`config.mk`:
```
export PLATFORM = sky130hd
export DESIGN_NAME = cmd_frame_decoder
export DESIGN_NICKNAME = d
export VERILOG_FILES = /design/src/rtl/cmd_frame_decoder.sv
export SDC_FILE = /design/constraint.sdc
export NUM_CORES = 1
export LEC_CHECK = 0
export ABC_AREA = 1
export CORE_ASPECT_RATIO = 1.25
export CORE_UTILIZATION = 31
export CTS_CLUSTER_DIAMETER = 150
export DETAILED_ROUTE_END_ITERATION = 6
export SLEW_MARGIN = 10
export SYNTH_ARGS = -nofsm -noshare
export SYNTH_HDL_FRONTEND = slang
export SYNTH_SLANG_ARGS = --single-unit
```
`constraint.sdc`:
```
create_clock -name clk -period 1.71 [get_ports clk]
set_clock_uncertainty 0.05 [all_clocks]
set_input_delay 0.4275 -clock clk [delete_from_list [all_inputs] [get_ports clk]]
set_output_delay 0.4275 -clock clk [all_outputs]
set_load 0.01 [all_outputs]
```
`src/rtl/cmd_frame_decoder.sv`:
```
// rtl/cmd_frame_decoder.sv - UART command frame decoder driving register file and ALU strobes (optional CMD_TIMEOUT_EN)
module cmd_frame_decoder #(
   parameter int DW          = 8,
   parameter int AW          = 4,
   parameter int TIMEOUT_CYC = 1000
) (
   input  logic          clk,
   input  logic          rst,
   input  logic [DW-1:0] rx_data,
   input  logic          rx_valid,
   input  logic          rf_rd_valid,
   input  logic          alu_out_valid,
   output logic          rf_wr_en,
   output logic          rf_rd_en,
   output logic [AW-1:0] rf_addr,
   output logic [DW-1:0] rf_wr_data,
   output logic          alu_en,
   output logic [3:0]    alu_fun,
   output logic          clk_gate_en,
   output logic          cmd_done,
   output logic          cmd_err
);

   typedef enum logic [3:0] {
      IDLE,
      WR_ADDR,
      WR_DATA,
      RD_ADDR,
      OPA,
      OPB,
      FUN,
      WAIT_RD,
      WAIT_ALU
   } state_t;

   localparam logic [DW-1:0] CMD_WR  = DW'('hAA);
   localparam logic [DW-1:0] CMD_RD  = DW'('hBB);
   localparam logic [DW-1:0] CMD_OPS = DW'('hCC);
   localparam logic [DW-1:0] CMD_FUN = DW'('hDD);

   state_t        state_q, state_d;
   logic          rf_wr_en_q, rf_wr_en_d;
   logic          rf_rd_en_q, rf_rd_en_d;
   logic [AW-1:0] rf_addr_q, rf_addr_d;
   logic [DW-1:0] rf_wr_data_q, rf_wr_data_d;
   logic          alu_en_q, alu_en_d;
   logic [3:0]    alu_fun_q, alu_fun_d;
   logic          clk_gate_en_q, clk_gate_en_d;
   logic          cmd_done_q, cmd_done_d;
   logic          cmd_err_q, cmd_err_d;

`ifdef CMD_TIMEOUT_EN
   localparam logic [15:0] TO_LAST = 16'(TIMEOUT_CYC - 1);
   logic [15:0] to_cnt_q, to_cnt_d;
   logic        in_frame;
`endif

   // Next-state and registered-output computation; payload fields hold unless strobed
   always_comb begin
      state_d       = state_q;
      rf_wr_en_d    = 1'b0;
      rf_rd_en_d    = 1'b0;
      rf_addr_d     = rf_addr_q;
      rf_wr_data_d  = rf_wr_data_q;
      alu_en_d      = 1'b0;
      alu_fun_d     = alu_fun_q;
      clk_gate_en_d = 1'b0;
      cmd_done_d    = 1'b0;
      cmd_err_d     = 1'b0;
`ifdef CMD_TIMEOUT_EN
      to_cnt_d      = '0;
      in_frame      = 1'b0;
`endif
      unique case (state_q)
         IDLE: begin
            if (rx_valid) begin
               if (rx_data == CMD_WR)       state_d = WR_ADDR;
               else if (rx_data == CMD_RD)  state_d = RD_ADDR;
               else if (rx_data == CMD_OPS) state_d = OPA;
               else if (rx_data == CMD_FUN) state_d = FUN;
               else                         cmd_err_d = 1'b1;
            end
         end
         WR_ADDR: begin
            if (rx_valid) begin
               rf_addr_d = rx_data[AW-1:0];
               state_d   = WR_DATA;
            end
         end
         WR_DATA: begin
            if (rx_valid) begin
               rf_wr_en_d   = 1'b1;
               rf_wr_data_d = rx_data;
               cmd_done_d   = 1'b1;
               state_d      = IDLE;
            end
         end
         RD_ADDR: begin
            if (rx_valid) begin
               rf_rd_en_d = 1'b1;
               rf_addr_d  = rx_data[AW-1:0];
               state_d    = WAIT_RD;
            end
         end
         OPA: begin
            if (rx_valid) begin
               rf_wr_en_d   = 1'b1;
               rf_addr_d    = '0;
               rf_wr_data_d = rx_data;
               state_d      = OPB;
            end
         end
         OPB: begin
            if (rx_valid) begin
               rf_wr_en_d   = 1'b1;
               rf_addr_d    = AW'(1);
               rf_wr_data_d = rx_data;
               state_d      = FUN;
            end
         end
         FUN: begin
            if (rx_valid) begin
               alu_en_d      = 1'b1;
               alu_fun_d     = rx_data[3:0];
               clk_gate_en_d = 1'b1;
               state_d       = WAIT_ALU;
            end
         end
         WAIT_RD: begin
            // A stray byte wins over completion: frame stays open
            if (rx_valid) begin
               cmd_err_d = 1'b1;
            end else if (rf_rd_valid) begin
               cmd_done_d = 1'b1;
               state_d    = IDLE;
            end
         end
         WAIT_ALU: begin
            // Gate stays open through the completion cycle
            clk_gate_en_d = 1'b1;
            if (rx_valid) begin
               cmd_err_d = 1'b1;
            end else if (alu_out_valid) begin
               cmd_done_d = 1'b1;
               state_d    = IDLE;
            end
         end
         default: state_d = IDLE;
      endcase
`ifdef CMD_TIMEOUT_EN
      in_frame = (state_q == WR_ADDR) || (state_q == WR_DATA) || (state_q == RD_ADDR) ||
                 (state_q == OPA) || (state_q == OPB) || (state_q == FUN);
      // Silence in a byte-collecting state: count, and abandon the frame when it expires
      if (in_frame && !rx_valid) begin
         if (to_cnt_q == TO_LAST) begin
            cmd_err_d = 1'b1;
            state_d   = IDLE;
         end else begin
            to_cnt_d = to_cnt_q + 16'd1;
         end
      end
`endif
   end

   // State and output registers, cleared asynchronously
   always_ff @(posedge clk or posedge rst) begin
      if (rst) begin
         state_q       <= IDLE;
         rf_wr_en_q    <= 1'b0;
         rf_rd_en_q    <= 1'b0;
         rf_addr_q     <= '0;
         rf_wr_data_q  <= '0;
         alu_en_q      <= 1'b0;
         alu_fun_q     <= '0;
         clk_gate_en_q <= 1'b0;
         cmd_done_q    <= 1'b0;
         cmd_err_q     <= 1'b0;
      end else begin
         state_q       <= state_d;
         rf_wr_en_q    <= rf_wr_en_d;
         rf_rd_en_q    <= rf_rd_en_d;
         rf_addr_q     <= rf_addr_d;
         rf_wr_data_q  <= rf_wr_data_d;
         alu_en_q      <= alu_en_d;
         alu_fun_q     <= alu_fun_d;
         clk_gate_en_q <= clk_gate_en_d;
         cmd_done_q    <= cmd_done_d;
         cmd_err_q     <= cmd_err_d;
      end
   end

`ifdef CMD_TIMEOUT_EN
   // Inter-byte silence counter
   always_ff @(posedge clk or posedge rst) begin
      if (rst) to_cnt_q <= '0;
      else     to_cnt_q <= to_cnt_d;
   end
`endif

   assign rf_wr_en    = rf_wr_en_q;
   assign rf_rd_en    = rf_rd_en_q;
   assign rf_addr     = rf_addr_q;
   assign rf_wr_data  = rf_wr_data_q;
   assign alu_en      = alu_en_q;
   assign alu_fun     = alu_fun_q;
   assign clk_gate_en = clk_gate_en_q;
   assign cmd_done    = cmd_done_q;
   assign cmd_err     = cmd_err_q;

endmodule

```
=== Yosys cells after proc, flatten, opt, wreduce, memory -nomap -nowiden ===
Index checks and enable logic that the tools add are counted.
Widths: inputs -> output; s select.

* Flip-flop bits (word level): 26
* Latch bits: 0
* Memory bits (writable): 0
* Bits in read-only memories: 0
* Output and inout bits: 22
* Word-level logic and storage cells: 79
* Memories: 0

* Add/subtract/negate cells: 0
* $mul: 0
* Divide/modulo/power cells: 0
* Order comparisons: 0
* Eq/ne operators: 25
* Shift-type cells: 0
* Muxes and demuxes: 35
* Bitwise logic cells: 0
* Reductions and logical operators: 9

{| class="wikitable"
|+ Operator list
! kind !! count
|-
| $mux 4 || 17
|-
| $pmux 4 s9 || 1
|-
| $eq 8x8->1 const B || 4
|-
| $ne 2x2->1 const B || 11
|-
| $eq 4x3->1 const B || 4
|-
| $mux 1 || 13
|-
| $pmux 4 s3 || 1
|-
| $reduce_and 12->1 || 1
|-
| $eq 4x2->1 const B || 2
|-
| $ne 5x5->1 const B || 1
|-
| $eq 4x1->1 const B || 1
|-
| $eq 4x4->1 const B || 1
|-
| $logic_not 4->1 || 1
|-
| $pmux 1 s2 || 2
|-
| $reduce_and 2->1 || 2
|-
| $reduce_and 4->1 || 1
|-
| $reduce_or 2->1 || 2
|-
| $pmux 1 s3 || 1
|-
| $reduce_bool 3->1 || 1
|-
| $reduce_or 3->1 || 1
|-
| $ne 2x1->1 const B || 1
|}

=== Depth between registers and ports, before layout ===
* Depth after elaboration: 7
* Depth in mapped cells: 9
* Mapped depth without buffers: 9

=== Least setup slack after synthesis ===
Ideal clock, no wire load.

* Kind: register to register
* From: reg state_q[2]
* To: reg rf_wr_data_q[0], in the netlist rf_wr_data[0]
* Setup time: 0.073 ns
* Arrival: 1.150 ns
* Slack: 0.437 ns
* Stages on the path, launching flop included: 9
* Clock period less this slack: 1.273 ns
* Path through: dfrtp_1 > inv_2 > nand2_1 > inv_1 > nand4_1 > nand2_4 > buf_12 > nor2_2 > a21oi_2

* Cells in the longest elaborated chain, start to end: 3
* Elaborated cells on any way between the ends: 5

{| class="wikitable"
|+ Ends and longest elaborated chain
! element !! line !! text
|-
| start, declared || 41 || <nowiki>state_t state_q, state_d;</nowiki>
|-
| start signal, assigned || 179 || <nowiki>state_q <= state_d;</nowiki>
|-
| $eq 4x3->1 / $eq 4x2->1 (equally long branches) || 74 || <nowiki>unique case (state_q)</nowiki>
|-
| $reduce_or 3->1 (no line) * || - ||
|-
| $reduce_and 2->1 (no line) * || - ||
|-
| end signal, assigned || 183 || <nowiki>rf_wr_data_q <= rf_wr_data_d;</nowiki>
|-
| end, declared || 45 || <nowiki>logic [DW-1:0] rf_wr_data_q, rf_wr_data_d;</nowiki>
|}

Every way passes the cells marked *; elsewhere a longest branch is shown, timed or not.
A chain may end at the register's enable or synchronous reset.

=== Worst setup path after layout ===
* From: reg rf_wr_data_q[4], in the netlist rf_wr_data[4]
* To: out rf_wr_data[4]

{| class="wikitable"
|+ RTL lines
! element !! line !! text
|-
| end, declared || 16 || <nowiki>output logic [DW-1:0] rf_wr_data,</nowiki>
|}

No word-level cell between the ends.

==> results.json <==
{
  "outcome": "finished, final reports clean",
  "rows": 25,
  "cts_tree": "yes",
  "drc_errors": 0,
  "synthToLayoutAreaGrowth_pct": 47.2,
  "antenna_found_initial": 0,
  "path_cells": "clkdlybuf4s50_1",
  "slew_viol_final": 0,
  "yosysMostFrequentCell": "nand2_1",
  "ys_warn_count": 0,
  "dr_wl_met3_um": 52,
  "fin_area_sq_um": 1900,
  "vias": 1197,
  "final_cell_count_no_fill": 276,
  "hold_path_class": "flip-flop to flip-flop",
  "worst_slack_ns": 0.0678,
  "setup_viol": 0,
  "htreeDepth": 1,
  "syn_inst": 164,
  "critPathCaptureType": "output pin",
  "synth_nets": 177,
  "fin_crit_ns": 1.64,
  "finalCritPeriodShare_pct": 96.0,
  "dp_slack_ns": -0.187,
  "p_leak_nw": 0.962,
  "cts_sinks": 26,
  "clk_pin_slew_ns": 0.09,
  "tightestPinTransition_ns": 0.319,
  "dp_hpwl_um": 2290,
  "start_util_pct": 33.4,
  "gr-total-overflow": 0,
  "critPathKind": "flip-flop to output pin",
  "synth_top_area_cell": "dfrtp_1",
  "ctsHoldBuffers": 0,
  "postPlaceCellArea_sq_um": 1840,
  "synth_commonest_cells": "nand2_1 (49), dfrtp_1 (26), nor2_1 (21), inv_1 (15), nand3_1 (13)",
  "ys_ff_latch": 26,
  "avgSynthCellArea_sq_um": 7.89,
  "fp.coreArea_sq_um": 3880,
  "peakVddDrop_v": 0.000532,
  "grt_pass1_wl_um": 4810,
  "synth_top_area_share_pct": 50.3,
  "routedWlPerCell_um": 10.1,
  "die_height_um": 74.2,
  "place_congestion": 0.792,
  "synth-async-reset-ratio_pct": 100,
  "synth_seq_area_share_pct": 50.3,
  "yosys_most_used_dff": "dfrtp_1",
  "rsz0062_at_grt": "no",
  "insertion_delay_ns": 0.26,
  "crit_family": "buffers and inverters",
  "drtAntennaViolNets": 0,
  "hold_ws_ns": 0.443,
  "die_w_um": 59.8,
  "fmax_ghz": 0.609,
  "cp-start-kind": "flip-flop",
  "portBuffers": 34,
  "io_pins": 35,
  "routed.top_layer": "met4",
  "grt_max_degree": 27,
  "numCtsBuffers": 3,
  "track_usage_pct": 14.5,
  "critPathMaxStageDelay_ns": 0.54,
  "hold_viol_final": 0,
  "synth_area_sq_um": 1290,
  "synth_edf_count": 0,
  "clockBufferDepth": 2,
  "vias_per_cell": 4.34,
  "wl_met2_um": 1420,
  "required_ns": 1.23,
  "drtIter0Drc": 35,
  "grt_pass1_vias": 1126,
  "yosysUniqueCellTypes": 20,
  "root_buffer": "clkbuf_8",
  "crit_buf_inv": 1,
  "crit_arrival_ns": 1.16,
  "drt-met1-wl_um": 1290,
  "diodes": 0,
  "crit_fanout": 2,
  "dr.pass1.iters": 4,
  "synth_area_leaders": "dfrtp_1 (50%), nand2_1 (14%), nor2_1 (6.1%)",
  "cp_slowest_cell": "clkdlybuf4s50_1",
  "dieArea_sq_um": 4440,
  "final_layout_size_suffix_gt1_share_pct": 21.2,
  "max_cap_viol_count": 0,
  "detail_route.wirelength_um": 2800,
  "maxSlewHeadroom_pct": 78.7,
  "cellPowerDensity_nw_per_um2": 1460,
  "dp.cells": 272,
  "num-nets-final": 236
}
[cell usage in the layout (no fill, tap or decap), types with 3 or more instances in the layout]
master and instances:
dfrtp_1 26, a21oi_2 6, nand2_1 49, o21ai_0 3
nand3_1 12, nor2_1 21, nor2_2 3, buf_4 22
clkdlybuf4s50_1 33, o21ai_1 7, inv_1 15, inv_2 7
clkbuf_8 4
[timing repair]
item                       CTS  global route
gates resized for setup      0             2
setup endpoints to repair    0             3
setup buffers                0             0
hold endpoints to repair     0             0
[through the flow]
stage	util, %	setup TNS, ns	total power [W]
6_report	49.1	0	0.00277
2_1_floorplan	-	0	0.00181
5_1_grt	49.1	0	0.00300
3_3_place_gp	47.5	-1.30	0.00239
4_1_cts	48.9	0	0.00280
3_5_place_dp	47.5	-1.70	0.00242
[area by class of cell]
type / instances / area [sq um]
Clock buffer: 4 / 55.1
Fill cell: 403 / 1970
Inverter: 22 / 82.6
Multi-Input combinational cell: 114 / 541
Sequential cell: 26 / 651
Tap cell: 54 / 67.6
Timing Repair Buffer: 56 / 508
[metal layers]
layer  global-route usage (%)  vias to the layer above
met5                        0                        -
met4                     5.43                        0
met3                     1.57                        2
met2                     25.4                       17
met1                     18.1                      542
li1                         -                      636
[flip-flops by register name, indices dropped and copies added (netlist names)]
signal and flops:
rf_rd_en 1, cmd_done 1, cmd_err 1, alu_en 1, state_q 4, rf_wr_en 1, rf_wr_data 8, alu_fun 4
clk_gate_en 1, rf_addr 4
[cells by family (layout without fill, tap and decap cells)]
logic type             after synthesis  in the layout  synth area share, %
buffers and inverters               24             82                 8.32
DFF                                 26             26                 50.3
and+or+nand+nor                     93             93                 30.9
AOI/OAI and AO/OA                   21             21                 10.5
[where the power goes]
group          switching, W  internal (W)
sequential         0.000162      0.000856
clock              0.000178      0.000205
combinational      0.000686      0.000686
[final timing paths]
path / from / cells after the start / slack (ns) / endpoint
max reg2reg: state_q[0]$_DFFE_PP0P_ / 7 / 0.29 / state_q[0]$_DFFE_PP0P_
min: alu_fun[3]$_DFFE_PP0P_ / 2 / 0.44 / alu_fun[3]$_DFFE_PP0P_
min reg2reg: alu_fun[3]$_DFFE_PP0P_ / 2 / 0.44 / alu_fun[3]$_DFFE_PP0P_
min in group asynchronous: rst / 3 / 0.46 / clk_gate_en$_DFF_PP0_
max in group asynchronous: rst / 3 / 0.91 / rf_wr_data[4]$_DFFE_PP0P_
max: rf_wr_data[4]$_DFFE_PP0P_ / 1 / 0.07 / rf_wr_data[4]
Note: power is estimated with default switching activity, not from simulation.
